## config.mk

```make
export PLATFORM = sky130hd
export DESIGN_NAME = rs_encoder_239
export DESIGN_NICKNAME = d
export VERILOG_FILES = /design/src/rtl/rs_encoder_239.sv
export SDC_FILE = /design/constraint.sdc
export NUM_CORES = 1
export LEC_CHECK = 0
export ABC_AREA = 1
export BUFFER_PORTS_ARGS = -buffer_cell sky130_fd_sc_hd__clkbuf_2
export CAP_MARGIN = 20
export CORE_MARGIN = 3
export CORE_UTILIZATION = 40
export CTS_CLUSTER_DIAMETER = 50
export DETAILED_ROUTE_END_ITERATION = 8
export SYNTH_ARGS = -nofsm -noshare
export SYNTH_HDL_FRONTEND = slang
export SYNTH_SLANG_ARGS = --single-unit
```

## constraint.sdc

```tcl
create_clock -name i_clk -period 12.08 [get_ports i_clk]
set_input_delay 1.812 -clock i_clk [delete_from_list [all_inputs] [get_ports i_clk]]
set_output_delay 1.812 -clock i_clk [all_outputs]
set_load 0.02 [all_outputs]
```

## src/rtl/rs_encoder_239.sv

```systemverilog
// rs_encoder_239
//   Systematic RS(255,239) encoder over GF(2^8), primitive polynomial 0x11D,
//   alpha = 0x02, generator g(x) = prod_{i=0..15} (x + alpha^i).
//   Message bytes are forwarded unchanged with one cycle of latency. The
//   16 parity bytes p15..p0 follow the last message byte with no gap.
//   K < 239 gives a shortened code (implicit leading zero bytes).
//
// Ports
//   i_clk    : rising-edge clock
//   i_rst    : asynchronous active-high reset, clears all state
//   i_valid  : i_data carries a message byte
//   i_data   : message byte, highest-degree coefficient first
//   o_ready  : encoder accepts a byte this cycle (low during parity phase)
//   o_valid  : o_data carries a codeword byte (no backpressure)
//   o_data   : codeword byte: K message bytes then p15..p0
//   o_first  : first byte of a codeword, qualified by o_valid
//   o_last   : final parity byte p0, qualified by o_valid

module rs_encoder_239 #(
  parameter int unsigned K = 239
) (
  input  logic       i_clk,
  input  logic       i_rst,
  input  logic       i_valid,
  input  logic [7:0] i_data,
  output logic       o_ready,
  output logic       o_valid,
  output logic [7:0] o_data,
  output logic       o_first,
  output logic       o_last
);

  localparam int unsigned NPAR = 16;
  localparam int unsigned CW   = (K > 1) ? $clog2(K) : 1;

  // Generator coefficients g15..g0 (packed index i holds g_i).
  // Derivation: multiply out (x + alpha^0)(x + alpha^1)...(x + alpha^15) in
  // GF(2^8)/0x11D; the monic result is
  //   x^16 + 59x^15 + 13x^14 + 104x^13 + 189x^12 + 68x^11 + 209x^10 + 30x^9
  //   + 8x^8 + 163x^7 + 65x^6 + 41x^5 + 229x^4 + 98x^3 + 50x^2 + 36x + 59.
  // Cross-checks: g15 = sum of the roots = 0x3B, g0 = alpha^120 = 0x3B.
  localparam logic [NPAR-1:0][7:0] G = {
    8'd59,  8'd13,  8'd104, 8'd189,   // g15..g12
    8'd68,  8'd209, 8'd30,  8'd8,     // g11..g8
    8'd163, 8'd65,  8'd41,  8'd229,   // g7..g4
    8'd98,  8'd50,  8'd36,  8'd59     // g3..g0
  };

  typedef enum logic [1:0] {
    S_IDLE = 2'd0,
    S_MSG  = 2'd1,
    S_PAR  = 2'd2
  } state_t;

  // GF(2^8) multiply, shift-and-add with reduction by 0x11D. Called with a
  // constant second operand, so each instance reduces to an XOR network.
  function automatic logic [7:0] gf_mul(input logic [7:0] a, input logic [7:0] b);
    logic [7:0] p;
    logic [7:0] t;
    p = '0;
    t = a;
    for (int unsigned i = 0; i < 8; i++) begin
      if (b[i]) p = p ^ t;
      t = {t[6:0], 1'b0} ^ (t[7] ? 8'h1D : 8'h00);
    end
    return p;
  endfunction

  state_t                 r_state;
  logic                   r_armed;
  logic [NPAR-1:0][7:0]   r_lfsr;
  logic [CW-1:0]          r_mcnt;
  logic [3:0]             r_pcnt;
  logic                   r_ready;
  logic                   r_valid;
  logic [7:0]             r_data;
  logic                   r_first;
  logic                   r_last;

  logic                   w_accept;
  logic                   w_msg_end;
  logic                   w_par_end;
  logic [7:0]             w_fb;
  logic [NPAR-1:0][7:0]   w_prod;
  logic [NPAR-1:0][7:0]   w_lfsr_upd;

  assign o_ready = r_ready;
  assign o_valid = r_valid;
  assign o_data  = r_data;
  assign o_first = r_first;
  assign o_last  = r_last;

  // r_ready is only ever high in S_MSG, so it also qualifies the state.
  assign w_accept  = i_valid & r_ready;
  assign w_msg_end = (r_mcnt == CW'(K - 1));
  assign w_par_end = (r_pcnt == 4'd15);

  // Division step for one message byte: feedback into every tap.
  always_comb begin
    w_fb = i_data ^ r_lfsr[NPAR-1];
    for (int unsigned i = 0; i < NPAR; i++) begin
      w_prod[i] = gf_mul(w_fb, G[i]);
    end
    w_lfsr_upd[0] = w_prod[0];
    for (int unsigned i = 1; i < NPAR; i++) begin
      w_lfsr_upd[i] = r_lfsr[i-1] ^ w_prod[i];
    end
  end

  always_ff @(posedge i_clk or posedge i_rst) begin
    if (i_rst) begin
      r_state <= S_IDLE;
      r_armed <= 1'b0;
      r_lfsr  <= '0;
      r_mcnt  <= '0;
      r_pcnt  <= '0;
      r_ready <= 1'b0;
      r_valid <= 1'b0;
      r_data  <= '0;
      r_first <= 1'b0;
      r_last  <= 1'b0;
    end else begin
      unique case (r_state)
        // Two clocks in IDLE after reset release: the first arms, the
        // second enters MSG with o_ready registered high.
        S_IDLE: begin
          r_valid <= 1'b0;
          r_first <= 1'b0;
          r_last  <= 1'b0;
          if (r_armed) begin
            r_state <= S_MSG;
            r_ready <= 1'b1;
          end else begin
            r_armed <= 1'b1;
          end
        end

        S_MSG: begin
          r_last <= 1'b0;
          if (w_accept) begin
            r_lfsr  <= w_lfsr_upd;
            r_data  <= i_data;
            r_valid <= 1'b1;
            r_first <= (r_mcnt == '0);
            if (w_msg_end) begin
              r_mcnt  <= '0;
              r_state <= S_PAR;
              r_ready <= 1'b0;
            end else begin
              r_mcnt <= r_mcnt + 1'b1;
            end
          end else begin
            r_valid <= 1'b0;
            r_first <= 1'b0;
          end
        end

        // Feedback forced to zero: plain upward shift, emitting r15.
        S_PAR: begin
          r_valid <= 1'b1;
          r_first <= 1'b0;
          r_data  <= r_lfsr[NPAR-1];
          r_last  <= w_par_end;
          if (w_par_end) begin
            r_lfsr  <= '0;
            r_pcnt  <= '0;
            r_state <= S_MSG;
            r_ready <= 1'b1;
          end else begin
            r_lfsr <= {r_lfsr[NPAR-2:0], 8'h00};
            r_pcnt <= r_pcnt + 1'b1;
          end
        end

        default: begin
          r_state <= S_IDLE;
          r_ready <= 1'b0;
          r_valid <= 1'b0;
          r_first <= 1'b0;
          r_last  <= 1'b0;
        end
      endcase
    end
  end

endmodule
```

* After elaboration in Yosys (flattened, before gate mapping)
Index checks and enable logic that the tools add are counted.
Operators by class: eq/ne operators 8, $add $sub $neg 2, reductions and logical operators 6, mux-type cells 29, bitwise operators 55
Operators with widths (count):
- XOR 8 bit | 51
- two-way mux 128 bit | 2
- one-hot mux 128 bit (2 select lines) | 1
- two-way mux 5 bit | 7
- XOR 8 x 5 -> 8 bit | 3
- two-way mux 8 bit | 2
- one-hot mux 8 bit (2 select lines) | 1
- adder 8 x 1 -> 8 bit, second input constant | 1
- == test 8 bit, second input constant | 1
- zero test 8 bit | 1
- two-way mux 1 bit | 8
- two-way mux 2 bit | 4
- inequality test 2 bit, second input constant | 4
- one-hot mux 2 bit (3 select lines) | 1
- adder 4 x 1 -> 4 bit, second input constant | 1
- == test 4 bit, second input constant | 1
- two-way mux 4 bit | 1
- AND reduction 2 bit | 2
- AND reduction 4 bit | 1
- one-hot mux 1 bit (3 select lines) | 1
- == test 2 x 1 -> 1 bit, second input constant | 1
- == test 2 bit, second input constant | 1
- zero test 2 bit | 1
- one-hot mux 1 bit (2 select lines) | 1
- 2 further kinds | 2
Storage, ports and cells: bits in registers 155, output and inout port bits 12, word-level logic and storage cells 125, input port bits 11

* Depth between registers and ports, before layout
word-level depth 19, gate-level depth with buffers 18, depth with buffers taken out 17

* Least setup slack after synthesis
OpenSTA, ideal clock, no wires.
path type input -> register, start point input i_data[6], end point register r_lfsr[75] (netlist bit), setup slack 8730 ps, path buffers 1, stages 14, arrival 3232 ps, cell sequence inv_1 > nand2_1 > nand2_1 > clkbuf_8 > nand2_1 > nand2_1 > nand2_1 > nand2_1 > xor2_1 > or2_2 > nand3_1 > o21ai_0 > nand3_1 > nand2_1
Between the ends: cells in the longest elaborated chain, start to end 10, elaborated cells between the ends (all ways) 11, classes of those cells mux (3); bitwise (8)
Ends and longest elaborated chain:
- start, declared | RTL line 25 | input logic [7:0] i_data,
- XOR 8 bit * | RTL line 100 | w_fb = i_data ^ r_lfsr[NPAR-1];
- XOR 8 x 5 -> 8 bit * | RTL line 64 | t = {t[6:0], 1'b0} ^ (t[7] ? 8'h1D : 8'h00);
- two-way mux 5 bit * | RTL line 64
- XOR 8 x 5 -> 8 bit * | RTL line 64
- XOR 8 bit (on tied branches) | RTL line 63, 64
- XOR 8 bit * (2 in a row) | RTL line 63 | if (b[i]) p = p ^ t;
- XOR 8 bit * | RTL line 106 | w_lfsr_upd[i] = r_lfsr[i-1] ^ w_prod[i];
- two-way mux 128 bit * | RTL line 140 | if (w_accept) begin
- one-hot mux 128 bit (2 select lines) * | RTL line 123 | unique case (r_state)
- end signal, assigned | RTL line 141 | r_lfsr <= w_lfsr_upd;
- end signal, assigned | RTL line 170 | r_lfsr <= {r_lfsr[NPAR-2:0], 8'h00};
- end, declared | RTL line 71 | logic [NPAR-1:0][7:0] r_lfsr;
Every way passes the cells marked *; elsewhere a longest branch is shown, timed or not. The select of a mux whose other input is x is not followed. A chain may end at the register's enable or synchronous reset.

* Worst setup path in the final report
start point input i_valid, end point register r_lfsr[43] (netlist bit)
Between the ends: cells in the longest elaborated chain, start to end 3
Ends and longest elaborated chain:
- start, declared | RTL line 24 | input logic i_valid,
- AND 1 bit | RTL line 94 | assign w_accept = i_valid & r_ready;
- inequality test 2 bit (no line)
- AND reduction 2 bit (no line)
No other way between the ends.

==> flow_metrics.py <==
metrics = {
    "status": {
        "status": "complete, no violations",
    },
    "route": {
        "antenna_left": 0,
        "route.detailed.drc": 0,
        "dr.pass1.iters": 5,
        "wl_per_cell_um": 17.72,
        "vias": 8799,
        "via_per_inst": 5.362,
        "drt_wl_total_um": 29080,
        "drt_iter0_markers": 832,
    },
    "timing": {
        "relSlewSlack_pct": 37.65,
        "clock.fmax_mhz": 255.6,
        "fin_skew_ns": 0.01099,
        "finalHoldViolCount": 0,
        "drv_slew": 0,
        "fin_tns_setup_ns": 0,
        "setup_violations": 0,
        "finalCritPeriodShare_pct": 32.38,
        "tightest_slew_ns": 0.9353,
        "rsz0062_at_grt": "false",
        "fin_ws_ns": 8.168,
        "layout_min_cycle_time_ns": 3.912,
    },
    "yosys": {
        "synth_top_area_share_pct": 39.81,
        "yosys.area.top_type": "dfrtp_1",
        "ys_seq_area_share_pct": 39.81,
        "netlist_top_cells_area": "dfrtp_1 40%, nand2_1 15%, o21ai_0 6.8%",
        "synthSimpleGateAreaFrac_pct": 27.36,
        "yosysWarnings": 0,
        "synth.distinct_cells": 47,
        "syn_inst": 1317,
        "synth_top_flop_cell": "dfrtp_1",
        "synth_compound_area_share_pct": 16.23,
        "synth_seq_cells": 154,
        "synth_xor_area_share_pct": 7.225,
        "syn-num-nets": 1335,
        "synth_edf_count": 0,
        "avgSynthCellArea_sq_um": 7.350,
        "synth.area.mux_share_pct": 0,
        "synth_area_sq_um": 9681,
        "synth_adder_area_share_pct": 0.9047,
        "async_flop_share_pct": 100.0,
        "synth_top_family_by_area": "simple AND/OR/NAND/NOR gates",
    },
    "finish": {
        "multi_input_area_sq_um": 5020,
        "post-route-util_pct": 44.88,
        "seqCellArea_sq_um": 3854,
        "final_cell_mix": "387 x nand2_1, 154 x dfrtp_1, 132 x o21ai_0, 130 x inv_1, 106 x nand3_1",
        "mostFrequentLayoutCell": "nand2_1",
        "drive_above_1_share_pct": 10.06,
        "syn_to_final_growth_pct": 9.474,
        "diodes": 0,
        "fill_cells": 2352,
        "nets": 1327,
    },
    "global_route": {
        "grt_pass1_wl_um": 46400,
        "grt_pass1_vias": 8150,
        "grt_use_total_pct": 22.88,
        "grt_antenna_before_repair": 0,
        "grt_max_degree": 93,
        "gr-total-overflow": 0,
    },
    "die": {
        "dieArea_sq_um": 26100,
        "io_pins": 23,
        "die_h_um": 161.6,
        "start_util_pct": 41.00,
        "core_sq_um": 23610,
        "num_rows": 56,
        "die_w_um": 161.6,
    },
    "clock_tree": {
        "post_cts_resized": 0,
        "cts_made_buffers": 17,
        "clk_latency_ns": 0.44,
        "cts_tree": "built",
        "cts_sinks": 154,
        "clkTransAtPathRegs_ns": 0.07,
        "root_buffer": "clkbuf_16",
        "clk_path_buf_depth": 2,
        "htreeDepth": 4,
        "cts_setup_buffers": 0,
        "cts_hold_buf": 0,
    },
    "place": {
        "gp_congestion": 0.9566,
        "place_ws_ns": 7.710,
        "place_hpwl_um": 19610,
        "place.port_buffers": 22,
    },
    "worst_hold_path": {
        "hold_class": "register to register",
    },
    "critical_path": {
        "worstSetupPathType": "input pin to register",
        "rrSetupSlack_ns": 8.73,
        "crit_required_ns": 12.39,
        "worstPathMaxFanout": 48,
        "arrival_ns": 4.23,
        "start_kind": "input pin",
        "critPathCaptureType": "register",
    },
    "flow_run": {
        "drv_cap": 0,
    },
}
## metrics by stage
step | instance area [sq um] | instances | hold slack [ns]
2_1_floorplan | 9681 | 1317 | 0.4308
3_3_place_gp | 9996 | 1609 | 0.4509
3_5_place_dp | 9996 | 1609 | 0.4453
4_1_cts | 10600 | 1641 | 0.4618
5_1_grt | 10600 | 1641 | 0.4776
6_report | 10600 | 1641 | 0.4569
## final timing paths
kind	from	end	cells past startpoint
worst max-delay path	i_valid	r_lfsr[43]$_DFFE_PP0P_	8
min in group asynchronous	i_rst	r_lfsr[16]$_DFFE_PP0P_	2
max in group asynchronous	i_rst	r_lfsr[50]$_DFFE_PP0P_	3
worst max register to register	o_ready$_DFFE_PP0P_	r_lfsr[43]$_DFFE_PP0P_	8
worst min register to register	r_armed$_DFFE_PP0P_	r_armed$_DFFE_PP0P_	1
worst min-delay path	r_armed$_DFFE_PP0P_	r_armed$_DFFE_PP0P_	1
## flip-flops by register name (all words and copies together), names as in the netlist
register  count
r_lfsr      128
o_data        8
r_mcnt        8
r_pcnt        4
o_first       1
o_last        1
o_ready       1
o_valid       1
r_armed       1
r_state       1
## layout make-up
| cell class | count | share of cell area [%] |
|---|---|---|
| Inverter | 144 | 5.148 |
| Clock inverter | 13 | 1.499 |
| Clock buffer | 19 | 4.179 |
| Timing Repair Buffer | 31 | 1.676 |
| Sequential cell | 154 | 36.36 |
| Multi-Input combinational cell | 961 | 47.37 |
| Tap cell | 319 | 3.766 |
## Yosys cell counts (2+ instances only)
master,number
o21ai_0,132
buf_4,5
inv_2,9
nand2_2,22
nand2_1,388
o21ai_2,2
xor2_1,48
buf_1,3
nand4_1,11
xnor2_1,7
a31oi_1,15
nor2_1,58
a22o_1,2
nor3_1,6
nand3_1,106
ha_1,7
or2_1,3
a22oi_1,2
buf_2,14
nor4_1,2
or2_2,5
o21a_1,2
nand2_4,9
nand3_2,3
o22ai_1,17
a21oi_1,48
o311ai_0,8
inv_1,133
o221ai_1,3
xor2_2,9
dfrtp_1,154
clkinv_1,2
o21ai_1,9
clkbuf_1,33
a32o_1,2
o211ai_1,26
buf_6,2
## kinds of logic after synthesis
kind of cell | Yosys count
AOI/OAI and AO/OA | 272
xor gates and xnor gates | 67
adders and majority gates | 7
buffers and inverters | 202
DFF | 154
and+or+nand+nor | 615
## critical path, cell delays in order
cell and delay (ns):
clkbuf_2 0.09, nand2_1 0.04, nor2_1 0.31, inv_1 0.21, nand2_4 0.47, inv_2 0.43
buf_4 0.43, o311ai_0 0.39
## layer usage
layer	GRT usage (%)	share of wire, %	up-vias
li1	-	-	4287
met1	32.55	46	4161
met2	33.50	43	290
met3	5.104	6.6	61
met4	9.816	3.9	0
met5	0	0	-
Power is not shown: default switching activity piles up to over one toggle a cycle in this logic, so the estimate is an artifact.
